**config.mk**
```make
export PLATFORM = sky130hd
export DESIGN_NAME = alu_md_seq
export DESIGN_NICKNAME = d
export VERILOG_FILES = /design/src/rtl/alu_md_seq.sv
export SDC_FILE = /design/constraint.sdc
export NUM_CORES = 1
export LEC_CHECK = 0
export CAP_MARGIN = 40
export CORE_MARGIN = 10
export CORE_UTILIZATION = 55
export CTS_BUF_LIST = sky130_fd_sc_hd__clkbuf_8 sky130_fd_sc_hd__clkbuf_16
export CTS_CLUSTER_DIAMETER = 100
export DETAILED_ROUTE_END_ITERATION = 10
export PLACE_DENSITY = 0.78
export SLEW_MARGIN = 25
export SYNTH_ARGS = -nofsm -noshare
export SYNTH_HDL_FRONTEND = slang
export SYNTH_SLANG_ARGS = --single-unit
```
**constraint.sdc**
```tcl
create_clock -name CLK -period 8.49 [get_ports CLK]
set_input_delay 2.1225 -clock CLK [delete_from_list [all_inputs] [get_ports CLK]]
set_output_delay 2.1225 -clock CLK [all_outputs]
set_load 0.02 [all_outputs]
```
**src/rtl/alu_md_seq.sv**
```systemverilog
// Registered base-op ALU plus iterative RV32M-style multiply/divide unit.
// A single valid/ready handshake; base ops finish in 1 cycle, M ops in WIDTH+1.
module alu_md_seq #(
  parameter int WIDTH = 32
) (
  input  logic             CLK,
  input  logic             RESET,
  input  logic             in_valid,
  output logic             in_ready,
  input  logic [WIDTH-1:0] DATA1,
  input  logic [WIDTH-1:0] DATA2,
  input  logic [2:0]       SELECT,
  input  logic             ALT,
  input  logic             MEXT,
  output logic             out_valid,
  input  logic             out_ready,
  output logic [WIDTH-1:0] RESULT,
  output logic             ZERO,
  output logic             SIGN,
  output logic             SLTU
);

  localparam int SHW = $clog2(WIDTH);
  localparam int CW  = $clog2(WIDTH + 1);

  localparam logic [1:0] IDLE = 2'd0;
  localparam logic [1:0] CALC = 2'd1;
  localparam logic [1:0] DONE = 2'd2;

  logic [1:0]         state;
  logic [CW-1:0]      cnt;
  logic [2*WIDTH-1:0] acc;
  logic [WIDTH-1:0]   opb;
  logic [2:0]         op;
  logic               neg_hi;
  logic               neg_rem;
  logic               sltu_q;

  logic [SHW-1:0]     shamt;
  logic [WIDTH-1:0]   base_res;
  logic               a_sg;
  logic               b_sg;
  logic [WIDTH-1:0]   a_mag;
  logic [WIDTH-1:0]   b_mag;
  logic               neg_hi_d;
  logic               neg_rem_d;

  logic [WIDTH:0]     mul_sum;
  logic [WIDTH:0]     div_shift;
  logic [WIDTH:0]     div_diff;
  logic               div_ge;
  logic [2*WIDTH-1:0] acc_next;
  logic [2*WIDTH-1:0] prod_fix;
  logic [WIDTH-1:0]   quot_fix;
  logic [WIDTH-1:0]   rem_fix;
  logic [WIDTH-1:0]   m_res;

  assign in_ready  = (state == IDLE);
  assign out_valid = (state == DONE);
  assign shamt     = DATA2[SHW-1:0];

  always_comb begin
    base_res = '0;
    case (SELECT)
      3'd0: base_res = ALT ? (DATA1 - DATA2) : (DATA1 + DATA2);
      3'd1: base_res = DATA1 << shamt;
      3'd2: base_res = WIDTH'($signed(DATA1) < $signed(DATA2));
      3'd3: base_res = WIDTH'(DATA1 < DATA2);
      3'd4: base_res = DATA1 ^ DATA2;
      3'd5: base_res = ALT ? WIDTH'($signed(DATA1) >>> shamt) : (DATA1 >> shamt);
      3'd6: base_res = DATA1 | DATA2;
      3'd7: base_res = DATA1 & DATA2;
      default: base_res = '0;
    endcase
  end

  // Operand signedness: MULH/MULHSU sign rs1, MULH signs rs2; DIV/REM sign both.
  always_comb begin
    a_sg      = SELECT[2] ? ~SELECT[0] : (SELECT == 3'd1 || SELECT == 3'd2);
    b_sg      = SELECT[2] ? ~SELECT[0] : (SELECT == 3'd1);
    a_mag     = (a_sg && DATA1[WIDTH-1]) ? -DATA1 : DATA1;
    b_mag     = (b_sg && DATA2[WIDTH-1]) ? -DATA2 : DATA2;
    // Divide by zero keeps the all-ones quotient unsigned; product is zero anyway.
    neg_hi_d  = ((a_sg && DATA1[WIDTH-1]) ^ (b_sg && DATA2[WIDTH-1])) && (DATA2 != '0);
    neg_rem_d = a_sg && DATA1[WIDTH-1];
  end

  // acc holds {hi, multiplier} for multiply and {remainder, quotient} for divide.
  always_comb begin
    mul_sum   = {1'b0, acc[2*WIDTH-1:WIDTH]} + (acc[0] ? {1'b0, opb} : '0);
    div_shift = {acc[2*WIDTH-1:WIDTH], acc[WIDTH-1]};
    div_diff  = div_shift - {1'b0, opb};
    div_ge    = ~div_diff[WIDTH];
    if (op[2])
      acc_next = {(div_ge ? div_diff[WIDTH-1:0] : div_shift[WIDTH-1:0]),
                  acc[WIDTH-2:0], div_ge};
    else
      acc_next = {mul_sum, acc[WIDTH-1:1]};
  end

  always_comb begin
    prod_fix = neg_hi ? -acc_next : acc_next;
    quot_fix = neg_hi ? -acc_next[WIDTH-1:0] : acc_next[WIDTH-1:0];
    rem_fix  = neg_rem ? -acc_next[2*WIDTH-1:WIDTH] : acc_next[2*WIDTH-1:WIDTH];
    m_res    = '0;
    case (op)
      3'd0:                m_res = prod_fix[WIDTH-1:0];
      3'd1, 3'd2, 3'd3:    m_res = prod_fix[2*WIDTH-1:WIDTH];
      3'd4, 3'd5:          m_res = quot_fix;
      default:             m_res = rem_fix;
    endcase
  end

  always_ff @(posedge CLK) begin
    if (RESET) begin
      state   <= IDLE;
      cnt     <= '0;
      acc     <= '0;
      opb     <= '0;
      op      <= '0;
      neg_hi  <= 1'b0;
      neg_rem <= 1'b0;
      sltu_q  <= 1'b0;
      RESULT  <= '0;
      ZERO    <= 1'b0;
      SIGN    <= 1'b0;
      SLTU    <= 1'b0;
    end else begin
      case (state)
        IDLE: begin
          if (in_valid) begin
            sltu_q <= (DATA1 < DATA2);
            if (MEXT) begin
              state   <= CALC;
              cnt     <= CW'(WIDTH);
              op      <= SELECT;
              neg_hi  <= neg_hi_d;
              neg_rem <= neg_rem_d;
              acc     <= {{WIDTH{1'b0}}, (SELECT[2] ? a_mag : b_mag)};
              opb     <= SELECT[2] ? b_mag : a_mag;
            end else begin
              state  <= DONE;
              RESULT <= base_res;
              ZERO   <= (base_res == '0);
              SIGN   <= base_res[WIDTH-1];
              SLTU   <= (DATA1 < DATA2);
            end
          end
        end
        CALC: begin
          acc <= acc_next;
          cnt <= cnt - CW'(1);
          // Last iteration and sign fix-up resolve in the same edge.
          if (cnt == CW'(1)) begin
            state  <= DONE;
            RESULT <= m_res;
            ZERO   <= (m_res == '0);
            SIGN   <= m_res[WIDTH-1];
            SLTU   <= sltu_q;
          end
        end
        DONE: begin
          if (out_ready)
            state <= IDLE;
        end
        default: state <= IDLE;
      endcase
    end
  end

endmodule

```
==> flow_metrics.env <==
export IMPL_dr_wl_met3_mm=14.8
export IMPL_cts_hold_repair_buffers=0
export IMPL_fillerInstances=4301
export IMPL_max_stage_delay_ns=0.65
export IMPL_synth_ff_latch_count=144
export IMPL_initial_utilization_pct=55.5
export IMPL_antenna_cells_inserted=0
export IMPL_total_cts_buffers=17
export IMPL_main_area_contributors_after_synthesis="sky130_fd_sc_hd__dfxtp_1 (12%), sky130_fd_sc_hd__ha_1 (8.5%), sky130_fd_sc_hd__nor2_1 (6.7%)"
export IMPL_syn_nets=3744
export IMPL_syn_inst=3500
export IMPL_type_of_the_worst_min_delay_path="flip-flop to flip-flop"
export IMPL_crit_path_cell_trace="inv_1 > ha_1 > inv_1 > fa_1 > a211oi_2 > o211ai_2 > a21oi_4 > o21ai_4 > a31oi_4 > a21oi_1 > a2111oi_4 > ha_1 > nand3_1 > nor4b_1 > nand4_1 > and3_1 > o21ai_0 > o211ai_1 > nor4bb_1 > nand4_1 > nor4_1 > a311o_1"
export IMPL_most_used_flip_flop_cell_after_synthesis="sky130_fd_sc_hd__dfxtp_1"
export IMPL_detailed_route_wire_length_on_metal_1_mm=44.9
export IMPL_dp_worst_setup_slack_ns=1.17
export IMPL_max_freq_mhz=140
export IMPL_crit_type="flip-flop to flip-flop"
export IMPL_synth_seq_area_share_pct=11.8
export IMPL_synth_enable_flop_cells=0
export IMPL_worst_path_max_delay_cell="sky130_fd_sc_hd__a2111oi_4"
export IMPL_drt_wl_total_mm=110
export IMPL_clock_tree_from_tritoncts="yes"
export IMPL_final_min_period_over_clock_period_pct=83.9
export IMPL_instances_no_fill=4060
export IMPL_grt_max_degree=70
export IMPL_grt_setup_unrepaired="no"
export IMPL_cp_arrival_ns=7.57
export IMPL_place_detailed_instances=4023
export IMPL_fin_setup_tns_ns=0
export IMPL_floorplan_core_area_um2=44100
export IMPL_cap_violations=0
export IMPL_power_leakage_nw=10.4
export IMPL_drt_iter0_markers=4867
export IMPL_floorplan_die_area_um2=53400
export IMPL_post_synthesis_area_per_instance_um2=7.00
export IMPL_postLayoutCellArea_um2=26600
export IMPL_synth_top_area_share_pct=11.8
export IMPL_finish_net_count=3699
export IMPL_cp_data_required_time_ns=8.93
export IMPL_number_of_global_route_vias_before_repair=25300
export IMPL_postSynth_asyncResetShare_pct=0
export IMPL_worst_ir_drop_vdd_v=0.000157
export IMPL_antenna_found_initial=0
export IMPL_cts_htree_levels=4
export IMPL_seq_area_um2=2890
export IMPL_worstPathMaxFanout=11
export IMPL_clock_sinks=144
export IMPL_io_pins=110
export IMPL_yosysTopAreaCell="sky130_fd_sc_hd__dfxtp_1"
export IMPL_detailedRoute_firstPassIterationCount=7
export IMPL_grt_overflow_total=0
export IMPL_post_drt_wl_per_cell_um=27.1
export IMPL_clkTransAtPathRegs_ns=0.08
export IMPL_place_gp_congestion=1.12
export IMPL_grt_first_pass_wirelength_mm=162
export IMPL_hold_violations=0
export IMPL_run_status="complete, no violations"
export IMPL_io_buffer_count=109
export IMPL_insertion_delay_ns=0.51
export IMPL_cts_root_to_sink_buffers=2
export IMPL_period_needed_ns=7.12
export IMPL_placement_cell_area_um2=26000
export IMPL_route_detailed_drc=0
export IMPL_dp_hpwl_mm=85.5
export IMPL_clock_root_buffer="sky130_fd_sc_hd__clkbuf_16"
export IMPL_synth_most_common_cell="sky130_fd_sc_hd__nor2_1"
export IMPL_area_growth_syn_to_layout_pct=8.51
export IMPL_postCtsResizedCells=0
export IMPL_std_cell_rows=77
export IMPL_multi_input_area_um2=20000
export IMPL_layout_setup_ws_ns=1.37
export IMPL_die_height_um=231
export IMPL_netlist_area_pre_place_um2=24500
export IMPL_drive_above_1_share_pct=7.81
export IMPL_power_density_nw_per_um2=129
export IMPL_post_synth_num_cell_types=107
export IMPL_synthTopCellsByCount="sky130_fd_sc_hd__nor2_1 (436), sky130_fd_sc_hd__nand2_1 (350), sky130_fd_sc_hd__a21oi_1 (282), sky130_fd_sc_hd__o21ai_0 (209), sky130_fd_sc_hd__clkbuf_1 (204)"
export IMPL_die_width_um=231
export IMPL_grtUsageTotal_pct=39.2
export IMPL_worst_slew_pin_transition_ns=0.980
export IMPL_detail_route_antenna_nets=0
export IMPL_vias_per_cell=7.09
export IMPL_vias=28800
export IMPL_detail_route_met2_wl_mm=43.6
export IMPL_cts_setup_buffers=0
export IMPL_timing_final_setup_violations=0
export IMPL_finalMaxSlewViolations=0
export IMPL_timing_critical_path_to_type="flip-flop"
export IMPL_timing_clock_skew_ns=0.0174
export IMPL_yosys_warnings=0
export IMPL_highest_signal_layer_in_the_routed_design="met4"
export IMPL_timing_max_slew_rel_slack_pct=34.1
export IMPL_cp_start_kind="flip-flop"
-- flip-flops by register name, summed over array words and instances (netlist names) --
signal	flops
neg_hi	1
neg_rem	1
acc	64
cnt	6
RESULT	32
op	3
ZERO	1
state	2
opb	32
sltu_q	1
SLTU	1
-- cell usage in the layout, fill, tap and decap left out, types with 110 or more instances in the layout --
cell type	synthesis	layout
sky130_fd_sc_hd__nor2_1	436	434
sky130_fd_sc_hd__nand2_1	350	350
sky130_fd_sc_hd__a21oi_1	282	282
sky130_fd_sc_hd__o21ai_0	209	209
sky130_fd_sc_hd__ha_1	167	167
sky130_fd_sc_hd__inv_1	152	150
sky130_fd_sc_hd__xnor2_1	149	149
sky130_fd_sc_hd__dfxtp_1	144	141
sky130_fd_sc_hd__a211oi_1	131	131
sky130_fd_sc_hd__nor3_1	113	110
-- per-layer routing --
layer  global-route usage (%)  vias up
li1                         -    12900
met1                     55.2    13400
met2                     54.3     2216
met3                     8.73      313
met4                     21.1        0
met5                        0        -
-- power by group --
| group | switching (W) | total, W | internal, W |
|---|---|---|---|
| clock | 0.000386 | 0.000782 | 0.000396 |
| combinational | 0.00122 | 0.00186 | 0.000639 |
| sequential | 0.0000634 | 0.000791 | 0.000728 |
-- critical path: cells and delay by family (launching register included) --
kind / cells / cell delay (ns)
buf+inv: 2 / 0.19
flops: 1 / 0.36
simple gates: 7 / 2.61
fa+ha+maj: 3 / 1.00
compound gates: 10 / 2.89
-- cell type report --
type,count,area share [%]
clock inverters,14,0.537
repair buffers,196,6.52
multi-input cells,2939,75.4
flip-flops and latches,144,10.9
well taps,592,2.79
clock buffers,18,1.65
inverters,157,2.22
-- final timing paths --
path	start	end	slack [ns]	cells after the start
worst max-delay path	acc[31]	ZERO	1.37	22
worst min-delay path	RESULT[24]	RESULT[24]	0.46	2
worst max register to register	acc[31]	ZERO	1.37	22
worst min register to register	RESULT[24]	RESULT[24]	0.46	2
-- kinds of logic after synthesis --
group | count (synthesis) | share of synthesized area [%]
AND/OR/NAND/NOR | 1249 | 23.6
buffers and inverters | 417 | 6.59
multiplexers | 171 | 10.2
AO/OA/AOI/OAI | 1150 | 31.8
XOR/XNOR | 198 | 7.14
adder cells (fa/ha/maj) | 171 | 8.86
flip-flops | 144 | 11.8
-- per-stage QoR --
step                hold WS [ns]  utilization, %  total power (W)
detailed placement         0.447            58.9          0.00257
floorplan                  0.440               -          0.00197
global placement           0.440            58.6          0.00256
global route               0.472            60.2          0.00356
finish                     0.458            60.2          0.00343
CTS                        0.457            60.2          0.00335
No activity file was read; power rests on OpenSTA's default activity.
